<file path="config.mk">
export PLATFORM = sky130hd
export DESIGN_NAME = ex_mem_stage
export DESIGN_NICKNAME = d
export VERILOG_FILES = /design/src/rtl/alu_pkg.sv /design/src/rtl/nzcv_reg.sv /design/src/rtl/ex_mem_stage.sv
export SDC_FILE = /design/constraint.sdc
export NUM_CORES = 1
export LEC_CHECK = 0
export ABC_AREA = 1
export BUFFER_PORTS_ARGS = -buffer_cell sky130_fd_sc_hd__buf_2
export CORE_MARGIN = 8
export CORE_UTILIZATION = 45
export DETAILED_ROUTE_END_ITERATION = 10
export GPL_TIMING_DRIVEN = 0
export PLACE_DENSITY = 0.8
export SYNTH_ARGS = -nofsm -noshare
export SYNTH_HDL_FRONTEND = slang
export SYNTH_SLANG_ARGS = --single-unit
</file>
<file path="constraint.sdc">
create_clock -name clk -period 13.6 [get_ports clk]
set_clock_uncertainty 0.1 [all_clocks]
set_input_delay 2.72 -clock clk [delete_from_list [all_inputs] [get_ports clk]]
set_output_delay 2.72 -clock clk [all_outputs]
set_load 0.01 [all_outputs]
</file>
<file path="src/rtl/alu_pkg.sv">
// Shared ALU op encodings, flag and EX/MEM control types for the pipelined CPU.
// Both the ALU and the EX/MEM boundary import this so the op codes cannot drift apart.
package alu_pkg;

    localparam logic [2:0] ALU_PASS_B   = 3'b000;
    localparam logic [2:0] ALU_ADD      = 3'b010;
    localparam logic [2:0] ALU_SUBTRACT = 3'b011;
    localparam logic [2:0] ALU_AND      = 3'b100;
    localparam logic [2:0] ALU_OR       = 3'b101;
    localparam logic [2:0] ALU_XOR      = 3'b110;

    typedef struct packed {
        logic n;
        logic z;
        logic c;
        logic v;
    } nzcv_t;

    typedef struct packed {
        logic valid;
        logic reg_write;
        logic mem_read;
        logic mem_write;
    } ex_mem_ctrl_t;

    function automatic logic op_is_defined(input logic [2:0] op);
        case (op)
            ALU_PASS_B, ALU_ADD, ALU_SUBTRACT,
            ALU_AND, ALU_OR, ALU_XOR: op_is_defined = 1'b1;
            default:                  op_is_defined = 1'b0;
        endcase
    endfunction

    function automatic logic op_is_arith(input logic [2:0] op);
        op_is_arith = (op == ALU_ADD) || (op == ALU_SUBTRACT);
    endfunction

    // Logical ops leave C/V architecturally cleared; the ALU's C/V for them are junk.
    function automatic nzcv_t flag_update(input logic [2:0] op, input nzcv_t alu_flags);
        nzcv_t f;
        f.n = alu_flags.n;
        f.z = alu_flags.z;
        f.c = op_is_arith(op) ? alu_flags.c : 1'b0;
        f.v = op_is_arith(op) ? alu_flags.v : 1'b0;
        flag_update = f;
    endfunction

endpackage

</file>
<file path="src/rtl/nzcv_reg.sv">
// Architectural NZCV register with the branch bypass view of the instruction in EX.
// A B.cond in decode reads br_flags, which already reflects a flag setter sitting in EX.
module nzcv_reg
    import alu_pkg::*;
(
    input  logic       clk,
    input  logic       reset,
    input  logic       stall,
    input  logic       flush,
    input  logic       ex_valid,
    input  logic       ex_set_flags,
    input  logic [2:0] ex_cntrl,
    input  logic [3:0] ex_flags,
    output logic [3:0] flags,
    output logic [3:0] br_flags
);

    nzcv_t flag_q;
    nzcv_t flag_next;
    logic  setter_in_ex;
    logic  flag_we;

    assign flag_next    = flag_update(ex_cntrl, nzcv_t'(ex_flags));
    assign setter_in_ex = ex_valid & ex_set_flags & op_is_defined(ex_cntrl);
    assign flag_we      = setter_in_ex & ~stall & ~flush;

    always_ff @(posedge clk or posedge reset) begin
        if (reset) begin
            flag_q <= '0;
        end else if (flag_we) begin
            flag_q <= flag_next;
        end
    end

    // Bypass ignores stall/flush: the EX instruction is still older than the branch.
    assign flags    = flag_q;
    assign br_flags = setter_in_ex ? flag_next : flag_q;

endmodule

</file>
<file path="src/rtl/ex_mem_stage.sv">
// EX-to-MEM pipeline register: result, store data, destination and control bits.
// Flag state lives in nzcv_reg so the bypass logic stays next to the register it shadows.
module ex_mem_stage
    import alu_pkg::*;
#(
    parameter int WIDTH    = 64,
    parameter int REG_BITS = 5
) (
    input  logic                clk,
    input  logic                reset,
    input  logic                stall,
    input  logic                flush,
    input  logic                ex_valid,
    input  logic [2:0]          ex_cntrl,
    input  logic [WIDTH-1:0]    ex_result,
    input  logic                ex_negative,
    input  logic                ex_zero,
    input  logic                ex_overflow,
    input  logic                ex_carry_out,
    input  logic                ex_set_flags,
    input  logic [WIDTH-1:0]    ex_store_data,
    input  logic [REG_BITS-1:0] ex_rd,
    input  logic                ex_reg_write,
    input  logic                ex_mem_read,
    input  logic                ex_mem_write,
    output logic                mem_valid,
    output logic [WIDTH-1:0]    mem_result,
    output logic [WIDTH-1:0]    mem_store_data,
    output logic [REG_BITS-1:0] mem_rd,
    output logic                mem_reg_write,
    output logic                mem_mem_read,
    output logic                mem_mem_write,
    output logic                flag_n,
    output logic                flag_z,
    output logic                flag_c,
    output logic                flag_v,
    output logic                br_n,
    output logic                br_z,
    output logic                br_c,
    output logic                br_v
);

    ex_mem_ctrl_t        ctrl_q;
    ex_mem_ctrl_t        ctrl_d;
    logic [WIDTH-1:0]    result_q;
    logic [WIDTH-1:0]    store_q;
    logic [REG_BITS-1:0] rd_q;
    logic [3:0]          flags;
    logic [3:0]          br_flags;

    // Controls are gated by valid here so MEM never acts on a bubble's stale bits.
    always_comb begin
        ctrl_d           = '0;
        ctrl_d.valid     = ex_valid;
        ctrl_d.reg_write = ex_reg_write & ex_valid;
        ctrl_d.mem_read  = ex_mem_read  & ex_valid;
        ctrl_d.mem_write = ex_mem_write & ex_valid;
    end

    always_ff @(posedge clk or posedge reset) begin
        if (reset) begin
            ctrl_q   <= '0;
            result_q <= '0;
            store_q  <= '0;
            rd_q     <= '0;
        end else if (flush) begin
            ctrl_q <= '0;
        end else if (!stall) begin
            ctrl_q   <= ctrl_d;
            result_q <= ex_result;
            store_q  <= ex_store_data;
            rd_q     <= ex_rd;
        end
    end

    nzcv_reg u_nzcv_reg (
        .clk          (clk),
        .reset        (reset),
        .stall        (stall),
        .flush        (flush),
        .ex_valid     (ex_valid),
        .ex_set_flags (ex_set_flags),
        .ex_cntrl     (ex_cntrl),
        .ex_flags     ({ex_negative, ex_zero, ex_carry_out, ex_overflow}),
        .flags        (flags),
        .br_flags     (br_flags)
    );

    assign mem_valid      = ctrl_q.valid;
    assign mem_reg_write  = ctrl_q.reg_write;
    assign mem_mem_read   = ctrl_q.mem_read;
    assign mem_mem_write  = ctrl_q.mem_write;
    assign mem_result     = result_q;
    assign mem_store_data = store_q;
    assign mem_rd         = rd_q;

    assign {flag_n, flag_z, flag_c, flag_v} = flags;
    assign {br_n, br_z, br_c, br_v}         = br_flags;

endmodule

</file>
==> Word level (Yosys, flattened, before mapping) <==
Cells that the tools add are included.
{ "word_totals": {"reg_bits": 141, "inputBits": 149, "out_inout_bits": 145, "elab_cells": 36} }
{ "op_classes": {"n_eq_ne": 6, "muxes": 6, "bitwise": 9, "n_reduce_logical": 4} }
{ "ops": {"columns": ["cell", "count"], "rows": [
  ["4-bit two-way mux", 3],
  ["3-bit == test (second input constant)", 3],
  ["1-bit AND", 7],
  ["3-bit by 2-bit == test with 1-bit output (second input constant)", 2],
  ["6-bit OR reduction", 1],
  ["3-bit logical NOT", 1],
  ["1-bit two-way mux", 3],
  ["2-bit by 1-bit inequality test with 1-bit output (second input constant)", 1],
  ["1-bit NOT", 2],
  ["2-bit AND reduction", 1],
  ["1-bit logical OR", 1]
]} }

==> Depth between registers and ports, before layout <==
{ "depth": {"depth_word": 6, "ltp_mapped": 6, "depth_no_buf": 6} }

==> Hierarchy <==
Synthesis repeated with hierarchy kept, for this count alone.
{ "hier_totals": {"cells_unflattened": 640, "hier_area_um2": 5748.0} }
{ "by_module_without_submodules": {"columns": ["module", "instances", "cells_each", "area_per_inst_um2", "seq_area_each_um2"], "rows": [
  ["ex_mem_stage", 1, 597, 5461.5, 3428.3],
  ["nzcv_reg", 1, 43, 286.5, 100.1]
]} }

==> Worst setup path after synthesis <==
No wires, ideal clock.
{ "synth_timing": {"path_type": "input port to output port", "start": "in ex_set_flags", "end": "out br_c", "arrival_ns": 3.250, "required_time_ns": 10.780, "slack_ns": 7.530, "cell_stages": 5, "n_path_buf": 0, "path_cell_list": "nand2_1 clkinv_1 nand2_1 nand2_1 nand2_1"} }
{ "synth_between": {"elab_chain_cells": 3} }
{ "synth_lines": {"columns": ["element", "line", "rtl"], "rows": [
  ["start, declared", "ex_mem_stage.sv:20", "input logic ex_set_flags,"],
  ["1-bit AND (2 in a row)", "nzcv_reg.sv:24", "assign setter_in_ex = ex_valid & ex_set_flags & op_is_defined(ex_cntrl);"],
  ["4-bit two-way mux", "nzcv_reg.sv:37", "assign br_flags = setter_in_ex ? flag_next : flag_q;"],
  ["end, declared", "ex_mem_stage.sv:39", "output logic br_c,"]
]} }
Every way passes these cells.

==> Worst setup path after layout <==
{ "layout_timing": {"start": "in ex_valid", "end": "out br_v"} }
{ "layout_between": {"elab_chain_cells": 3} }
{ "layout_lines": {"columns": ["element", "line", "rtl"], "rows": [
  ["start, declared", "ex_mem_stage.sv:13", "input logic ex_valid,"],
  ["1-bit AND (2 in a row)", "nzcv_reg.sv:24", null],
  ["4-bit two-way mux", "nzcv_reg.sv:37", null],
  ["end, declared", "ex_mem_stage.sv:40", "output logic br_v"]
]} }
Every way passes these cells.

==> results.py <==
metrics = {
    "worst_setup_path": {
        "slowest_delay_ns": 0.21,
        "path_delay_family": "buffers and inverters",
        "path_max_fanout": 10,
        "worstReg2RegStart": "mem_store_data[39]",
        "reg2regPathDepth": 1,
        "startpoint": "ex_valid",
        "cp_data_required_time_ns": 10.78,
        "crit_arrival_ns": 3.60,
        "path_buf_inv": 3,
        "critPathLaunchType": "primary input",
        "path_depth": 7,
        "rr_endpoint": "mem_store_data[39]",
        "endpoint": "br_v",
        "cp_cell_sequence": "buf_2, nand2_1, clkinv_1, nand2_1, nand2_1, nand2_1, buf_2",
        "endpoint_kind": "output pin",
        "r2r_slack_ns": 12.70,
        "slowest_stage": "clkinv_1",
        "crit_type": "primary input to output pin",
        "path_common_cell": "nand2_1",
    },
    "cells_and_area": {
        "areaGrowthSynthToFinish_pct": 40.24,
        "seq_area_um2": 3528,
        "nFillCells": 970,
        "nets": 800,
        "drive_gt1_frac": 0.7104,
        "design_area_um2": 7906,
        "num_antenna_cells": 0,
        "multi_input_area_um2": 1956,
    },
    "cts": {
        "clk_pin_slew_ns": 0.05,
        "clk-insertion-delay-late_ns": 0.40,
        "cts-resized-gates": 0,
        "cts_made_buffers": 17,
        "clock_tree.buffer_depth": 2,
        "ctsHoldBuffers": 0,
        "cts_tree": "done",
        "clock_tree.root_cell": "clkbuf_16",
        "htree_levels": 4,
        "post_cts_buffers": 0,
        "clock-sinks": 141,
    },
    "global_routing": {
        "grt_usage": 0.1869,
        "grt-ovfl-total": 0,
        "grt_first_pass_wirelength_um": 23710,
        "grt_pass1_vias": 4574,
        "grt_max_degree": 73,
        "antenna_found_initial": 0,
    },
    "die": {
        "ioPinCount": 294,
        "die_area_um2": 16370,
        "initial_core_util": 0.4541,
        "coreArea_um2": 12410,
        "die_x_um": 127.9,
        "rows": 41,
        "die_h_um": 127.9,
    },
    "sta": {
        "grt_setup_unrepaired": "no",
        "fin_crit_sh": 0.4717,
        "fin_crit_ns": 6.415,
        "max_slew_margin": 0.5726,
        "fmax_ghz": 0.1559,
        "worst_pin_slew_ns": 0.6411,
        "finalHoldViolations": 0,
        "finalMaxSlewViolations": 0,
        "tns_ns": 0,
        "setup_viol": 0,
    },
    "power_and_ir_drop": {
        "swShare": 0.2574,
        "seqPwrFrac": 0.435,
        "max-vdd-ir-drop_mv": 0.07152,
        "leakage_nw": 4.115,
        "internal_power_mw": 0.8782,
        "switchingPower_mw": 0.3044,
        "p_comb_frac": 0.200,
        "clkPwrFrac": 0.365,
        "p_per_area_nw_per_um2": 149.6,
    },
    "logic_synthesis": {
        "yosysWarnings": 0,
        "synth.distinct_cells": 12,
        "syn-num-nets": 487,
        "syn_area_per_cell_um2": 16.68,
        "syn_inst": 338,
        "ys_seq_elements": 141,
        "syn-cell-area_um2": 5638,
        "yosysSeqAreaShare": 0.6258,
    },
    "place": {
        "dp_hpwl_um": 11950,
        "place.gp.congestion": 0.7882,
        "io_buffers": 293,
        "placed_area_um2": 7352,
    },
    "drt": {
        "ant_nets": 0,
        "drt_iter0_markers": 133,
        "vias_per_cell": 4.689,
        "drt_first_pass_iters": 4,
        "vias": 3915,
        "route.detailed.drc": 0,
        "wl_per_cell_um": 18.20,
        "wirelength_um": 15190,
    },
    "run": {
        "max_cap_violations": 0,
    },
    "min_path": {
        "min_path_type": "flop to flop",
    },
    "run_status": {
        "status": "completed",
    },
}
-- metrics by stage --
step | hold slack, ns | cells | util | setup slack [ns] | power [mW]
2_1_floorplan | 0.4270 | 338 | - | 6.999 | 0.6461
3_3_place_gp | 0.3673 | 803 | 0.5896 | 5.768 | 0.7493
3_5_place_dp | 0.3766 | 804 | 0.5922 | 7.195 | 0.7611
4_1_cts | 0.3914 | 835 | 0.6369 | 7.189 | 1.199
5_1_grt | 0.4061 | 835 | 0.6369 | 7.081 | 1.238
6_report | 0.3855 | 835 | 0.6369 | 7.185 | 1.183
-- metal layers --
layer  up-vias  wire (µm)  GRT usage
met3        17       1390    0.07612
met4         0        219    0.07552
met2       174       7978     0.3329
li1       1803          -          -
met1      1921       5606     0.1906
met5         -          0          0
-- power groups by stage --
stage                     registers (mW)  clock network, mW  logic, mW
after CTS                          0.515              0.443      0.242
after global routing               0.522              0.461      0.255
after detailed placement           0.520                  0      0.241
final                              0.514              0.431      0.237
after floorplan                    0.548                  0     0.0978
after global placement             0.515                  0      0.234
-- synth_stat cells --
| master | instances | share of area |
|---|---|---|
| buf_2 | 6 | 0.0053 |
| buf_6 | 9 | 0.018 |
| clkinv_1 | 1 | 0.00067 |
| dfrtp_1 | 141 | 0.63 |
| inv_1 | 5 | 0.0033 |
| mux2_1 | 1 | 0.0020 |
| mux2_2 | 62 | 0.12 |
| mux2_4 | 70 | 0.19 |
| nand2_1 | 25 | 0.017 |
| nand3_1 | 13 | 0.012 |
| nand4_1 | 4 | 0.0044 |
| nor2_4 | 1 | 0.0020 |
-- logic make-up after synthesis --
kind of cell | share of synthesized area
muxes | 0.3123
buffers and inverters | 0.02730
DFF | 0.6258
and+or+nand+nor | 0.03462
-- sequential cells by signal (all words and copies together), names as in the netlist --
| signal | flops |
|---|---|
| mem_mem_read | 1 |
| mem_mem_write | 1 |
| mem_rd | 5 |
| mem_reg_write | 1 |
| mem_result | 64 |
| mem_store_data | 64 |
| mem_valid | 1 |
| u_nzcv_reg.flags | 4 |
-- final cells by class --
cell class | count | share of cell area
flip-flops and latches | 141 | 0.4463
multi-input cells | 176 | 0.2473
repair buffers | 294 | 0.1890
clock buffers | 24 | 0.06219
well taps | 172 | 0.02722
plain buffers | 15 | 0.01662
clock inverters | 7 | 0.007913
inverters | 6 | 0.003482
-- worst min path at each step --
stage / from / endpoint / slack (ns) / cells after the start
3_5_place_dp: mem_store_data[32] / mem_store_data[32] / 0.38 / 1
2_1_floorplan: u_nzcv_reg.flags[0] / u_nzcv_reg.flags[0] / 0.43 / 2
3_3_place_gp: mem_store_data[32] / mem_store_data[32] / 0.37 / 1
4_1_cts: mem_store_data[32] / mem_store_data[32] / 0.39 / 1
6_report: mem_store_data[32] / mem_store_data[32] / 0.39 / 1
5_1_grt: mem_store_data[32] / mem_store_data[32] / 0.41 / 1
-- cells in the final DEF (no fill, tap or decap), types with 3 or more instances in the layout --
cell         n
mux2_4      70
clkinv_2     5
nand4_1      4
mux2_2      62
clkbuf_1     3
nand2_1     25
clkbuf_16   17
nand3_1     13
buf_2      299
clkbuf_8     4
buf_6        9
dfrtp_1    141
inv_1        4
Power figures use the tool's default switching activity.
